==> config.mk <==
export PLATFORM = sky130hd
export DESIGN_NAME = config_stream_tx
export DESIGN_NICKNAME = d
export VERILOG_FILES = /design/src/rtl/config_stream_pkg.sv /design/src/rtl/config_stream_tx.sv
export SDC_FILE = /design/constraint.sdc
export NUM_CORES = 1
export LEC_CHECK = 0
export CAP_MARGIN = 20
export CORE_UTILIZATION = 47
export DETAILED_ROUTE_END_ITERATION = 7
export PLACE_DENSITY = 0.95
export SLEW_MARGIN = 20
export SYNTH_ARGS = -nofsm -noshare
export SYNTH_HDL_FRONTEND = slang
export SYNTH_SLANG_ARGS = --single-unit
==> constraint.sdc <==
create_clock -name CLK -period 4.4 [get_ports CLK]
set_input_delay 0.88 -clock CLK [delete_from_list [all_inputs] [get_ports CLK]]
set_output_delay 0.88 -clock CLK [all_outputs]
set_load 0.02 [all_outputs]
==> src/rtl/config_stream_pkg.sv <==
// Shared types and helpers for the configuration word stream transmitter.
// Holds the session FSM states and the sync/desync word builders.
package config_stream_pkg;

  typedef enum logic [2:0] {
    IDLE,
    SYNC,
    HEADER,
    DATA,
    DESYNC
  } cst_state_e;

  localparam logic [31:0] SYNC_WORD           = 32'hFAB0_FAB1;
  localparam int unsigned DESYNC_FLAG_DEFAULT = 20;

  // Desync word: all zero except the receiver's desync flag bit.
  function automatic logic [31:0] desync_word(input int unsigned flag);
    return 32'd1 << flag;
  endfunction

  // Headers must never carry the desync flag, or the receiver would drop out.
  function automatic logic [31:0] mask_header(input logic [31:0] addr,
                                              input int unsigned flag);
    return addr & ~desync_word(flag);
  endfunction

endpackage

==> src/rtl/config_stream_tx.sv <==
// Transmitter for the fabric configuration stream: sync, framed data, desync.
// Word outputs are registered; handshake readies are combinational.
module config_stream_tx
  import config_stream_pkg::*;
#(
  parameter int unsigned  NumberOfRows    = 15,
  parameter int unsigned  FrameBitsPerRow = 32,
  parameter int unsigned  desync_flag     = DESYNC_FLAG_DEFAULT,
  parameter logic [31:0]  SyncWord        = SYNC_WORD,
  parameter int unsigned  CountWidth      = 16
) (
  input  logic                       CLK,
  input  logic                       Reset,
  input  logic                       Start,
  input  logic                       Abort,
  input  logic                       FrameValid,
  input  logic [FrameBitsPerRow-1:0] FrameAddress,
  input  logic                       FrameLast,
  output logic                       FrameReady,
  input  logic                       DataValid,
  input  logic [FrameBitsPerRow-1:0] DataIn,
  output logic                       DataReady,
  output logic [FrameBitsPerRow-1:0] WriteData,
  output logic                       WriteStrobe,
  output logic                       Busy,
  output logic                       Done,
  output logic [CountWidth-1:0]      FrameCount
);

  localparam int RW = $clog2(NumberOfRows + 1);

  cst_state_e                 state_q, state_d;
  logic [RW-1:0]              row_q, row_d;
  logic [CountWidth-1:0]      fcnt_q, fcnt_d;
  logic                       pend_q, pend_d;
  logic                       last_q, last_d;
  logic [FrameBitsPerRow-1:0] wdata_q, wdata_d;
  logic                       wstrb_q, wstrb_d;
  logic                       done_q, done_d;

  assign FrameReady  = (state_q == HEADER) & FrameValid & ~pend_q;
  assign DataReady   = (state_q == DATA) & DataValid;
  assign WriteData   = wdata_q;
  assign WriteStrobe = wstrb_q;
  assign Busy        = (state_q != IDLE);
  assign Done        = done_q;
  assign FrameCount  = fcnt_q;

  always_ff @(posedge CLK or posedge Reset) begin
    if (Reset) begin
      state_q <= IDLE;
      row_q   <= '0;
      fcnt_q  <= '0;
      pend_q  <= 1'b0;
      last_q  <= 1'b0;
      wdata_q <= '0;
      wstrb_q <= 1'b0;
      done_q  <= 1'b0;
    end else begin
      state_q <= state_d;
      row_q   <= row_d;
      fcnt_q  <= fcnt_d;
      pend_q  <= pend_d;
      last_q  <= last_d;
      wdata_q <= wdata_d;
      wstrb_q <= wstrb_d;
      done_q  <= done_d;
    end
  end

  always_comb begin
    state_d = state_q;
    row_d   = row_q;
    fcnt_d  = fcnt_q;
    pend_d  = pend_q;
    last_d  = last_q;
    wdata_d = wdata_q;
    wstrb_d = 1'b0;
    done_d  = 1'b0;
    case (state_q)
      IDLE: begin
        if (Start) begin
          fcnt_d  = '0;
          state_d = SYNC;
        end
      end
      SYNC: begin
        wdata_d = SyncWord;
        wstrb_d = 1'b1;
        // An abort here must survive until HEADER can act on it.
        if (Abort) pend_d = 1'b1;
        state_d = HEADER;
      end
      HEADER: begin
        if (Abort || pend_q) begin
          state_d = DESYNC;
        end else if (FrameValid) begin
          wdata_d = mask_header(FrameAddress, desync_flag);
          wstrb_d = 1'b1;
          last_d  = FrameLast;
          row_d   = RW'(NumberOfRows);
          state_d = DATA;
        end
      end
      DATA: begin
        // Frames always run to completion; abort is deferred to the next header slot.
        if (Abort) pend_d = 1'b1;
        if (DataValid) begin
          wdata_d = DataIn;
          wstrb_d = 1'b1;
          row_d   = row_q - RW'(1);
          if (row_q == RW'(1)) begin
            fcnt_d  = fcnt_q + CountWidth'(1);
            state_d = (last_q || pend_q) ? DESYNC : HEADER;
          end
        end
      end
      DESYNC: begin
        wdata_d = desync_word(desync_flag);
        wstrb_d = 1'b1;
        done_d  = 1'b1;
        pend_d  = 1'b0;
        last_d  = 1'b0;
        state_d = IDLE;
      end
      default: state_d = IDLE;
    endcase
  end

endmodule

==> impl_metrics.yaml <==
power:
  switching_share_pct: 38.8
  p_leak_nw: 1.99
  p_switching_mw: 1.14
  pwr-share-clk_pct: 21.9
  finalPower_mw: 2.93
  seqPwrFrac_pct: 30.4
  pwr-share-comb_pct: 47.7
  p_int_mw: 1.79
  cellPowerDensity_nw_per_um2: 633
  ir_worst_vdd_mv: 0.418
synthesis:
  yosys_warnings: 0
  synth.most_common_cell: "dfrtp_1"
  synth_area_leader_cell: "dfrtp_1"
  synth-seq-cells: 59
  yosysUniqueCellTypes: 48
  yosysTopAreaCellShare_pct: 47.4
  yosys-top-cells-count: "dfrtp_1 (59), inv_1 (27), nand2_1 (26), nor2_1 (23)"
  synthFlopType: "dfrtp_1"
  seq_area_frac_synth_pct: 47.4
  synth_edf_count: 0
  synth_nets: 396
  netlist_area_um2: 3110
  netlist_instances: 322
  ys_top_cells_by_area: "dfrtp_1 (47%), mux2i_1 (6.4%), a221oi_1 (3.9%)"
  synth.avg_cell_area_um2: 9.67
  synthArstFlopShare_pct: 100
sta:
  rsz0062_at_grt: "no"
  min_period_over_period_pct: 80.4
  whs_ps: 506
  hold_viol: 0
  maxSlewViolCount: 0
  slew_headroom_pct: 34.6
  fmax_ghz: 0.283
  period_needed_ps: 3540
  setup_ws_ps: 862
  setup_violations: 0
  tightest_slew_ps: 981
  fin_setup_tns_ps: 0
  fin_worst_skew_ps: 7.32
setup_path:
  r2r_cells: 5
  crit_chain: "clkdlybuf4s50_1 > nand3_4 > inv_2 > clkdlybuf4s50_1"
  crit_end: "DataReady"
  endpoint_kind: "output port"
  crit_path_frequent_cell: "clkdlybuf4s50_1"
  cp-startpoint: "DataValid"
  worst-path-buf-inv: 3
  criticalPathCategory: "input port to output port"
  timing.rr.end: "FrameCount[8]"
  regToRegStartpoint: "state_q[0]"
  start_kind: "input port"
  crit_path_max_fanout: 15
  rrSetupSlack_ps: 1870
  cpPeakStageDelay_ps: 720
  worstPathRequired_ps: 3520
  cp.depth: 4
  crit_family: "buffers and inverters"
  crit_slowest_cell: "clkdlybuf4s50_1"
  worstPathArrival_ps: 2660
finish:
  nets: 513
  syn_to_final_growth_pct: 48.8
  instances_no_fill: 521
  final_util_pct: 72.6
  fillers: 446
  design_area_um2: 4630
  n_antenna_cell: 0
  layout-drive-gt1-share_pct: 7.43
detailed_routing:
  dr_total_vias: 3056
  wire_per_inst_um: 17.0
  drc: 0
  via_per_inst: 5.87
  drt_wl_total_mm: 8.86
  ant_nets: 0
  drt_iter0_drc: 185
  drtPass1Iterations: 5
place:
  dpl_cell_area_um2: 4370
  dp.final_hpwl_mm: 6.15
  port_buffers: 122
  dpl.cell_count: 505
  place_ws_ps: 888
  routabilityCongestion: 0.804
floorplanning:
  rows: 29
  core_um2: 6390
  die_x_um: 83.4
  die_y_um: 83.4
  io_pins: 124
  die_area_um2: 6950
  initial_core_util_pct: 48.7
clock_tree:
  clkSlewWorstSetupHoldPaths_ps: 70
  htreeDepth: 3
  cts_tree: "built"
  cts_hold_buf: 0
  clockRootBuffer: "clkbuf_8"
  cts_resized: 0
  clock-sinks: 59
  cts_buffers: 9
  cts_buffer_depth: 2
  cts_setup_buffers: 0
  insertion_delay_ps: 340
global_route:
  grt_pass1_wl_mm: 14.9
  grt_pass1_vias: 3070
  overflow: 0
  grt_max_degree: 43
  gr-usage-all-layers_pct: 26.9
  antenna_found_initial: 0
min_path:
  min_path_type: "flip-flop to flip-flop"
run:
  drv_cap: 0
outcome:
  run_status: "finished, final reports clean"
-- metal layers --
metal  vias to the layer above  track usage (%)  share of wire, %
li1                       1406                -                 -
met1                      1483             32.6                40
met2                       149             45.7                50
met3                        18             7.46               7.8
met4                         0             10.2               2.5
met5                         -                0                 0
-- cell type report --
type	instances	area (µm²)	area share, %
sequential	59	1480	31.9
multi-input combinational	213	1430	30.8
timing repair buffer	128	1270	27.3
clock buffer	12	165	3.56
inverter	28	105	2.27
tap	77	96.3	2.08
clock inverter	4	95.1	2.05
-- cells in the final DEF (no fill, tap or decap), types with 4 or more instances in the layout --
master / n
clkdlybuf4s50_1: 122
dfrtp_1: 58
nand2_1: 26
inv_1: 26
nor2_1: 23
a21oi_1: 20
mux2i_1: 20
o21ai_0: 16
a221oi_1: 14
o2bb2ai_1: 13
clkbuf_8: 12
nand3_1: 11
o31ai_1: 7
o21a_1: 6
buf_4: 6
o22ai_1: 5
or4_1: 5
nand2b_1: 4
nand4_1: 4
-- worst min-delay path by stage --
| stage | depth (start not counted) | startpoint | slack (ps) | to |
|---|---|---|---|---|
| CTS | 1 | WriteData[24] | 500 | WriteData[24] |
| global route | 1 | WriteData[2] | 520 | WriteData[2] |
| detailed placement | 1 | WriteData[24] | 480 | WriteData[24] |
| floorplan | 2 | last_q | 500 | last_q |
| global placement | 1 | WriteData[19] | 470 | WriteData[19] |
| finish | 1 | WriteData[24] | 510 | WriteData[24] |
-- power groups by stage --
stage,clock (mW),sequential [mW],combinational (mW)
final,0.641,0.892,1.40
after global routing,0.681,0.917,1.51
after CTS,0.648,0.888,1.41
after detailed placement,0,0.885,1.39
after global placement,0,0.875,1.34
after floorplan,0,1.01,0.732
-- cells by family after synthesis --
group                      Yosys count  synth area share, %
and+or+nand+nor                     95                 16.6
AOI/OAI and AO/OA                   93                 20.9
DFF                                 59                 47.4
buffers and inverters               50                 6.79
muxes                               22                 7.15
adders and majority gates            3                 1.21
-- state kept, by name, summed over array words and instances, names as in the netlist --
name and flops:
WriteStrobe 1, last_q 1, Done 1, WriteData 32, state_q 3, row_q 4
pend_q 1, FrameCount 16
Power figures use the tool's default switching activity.
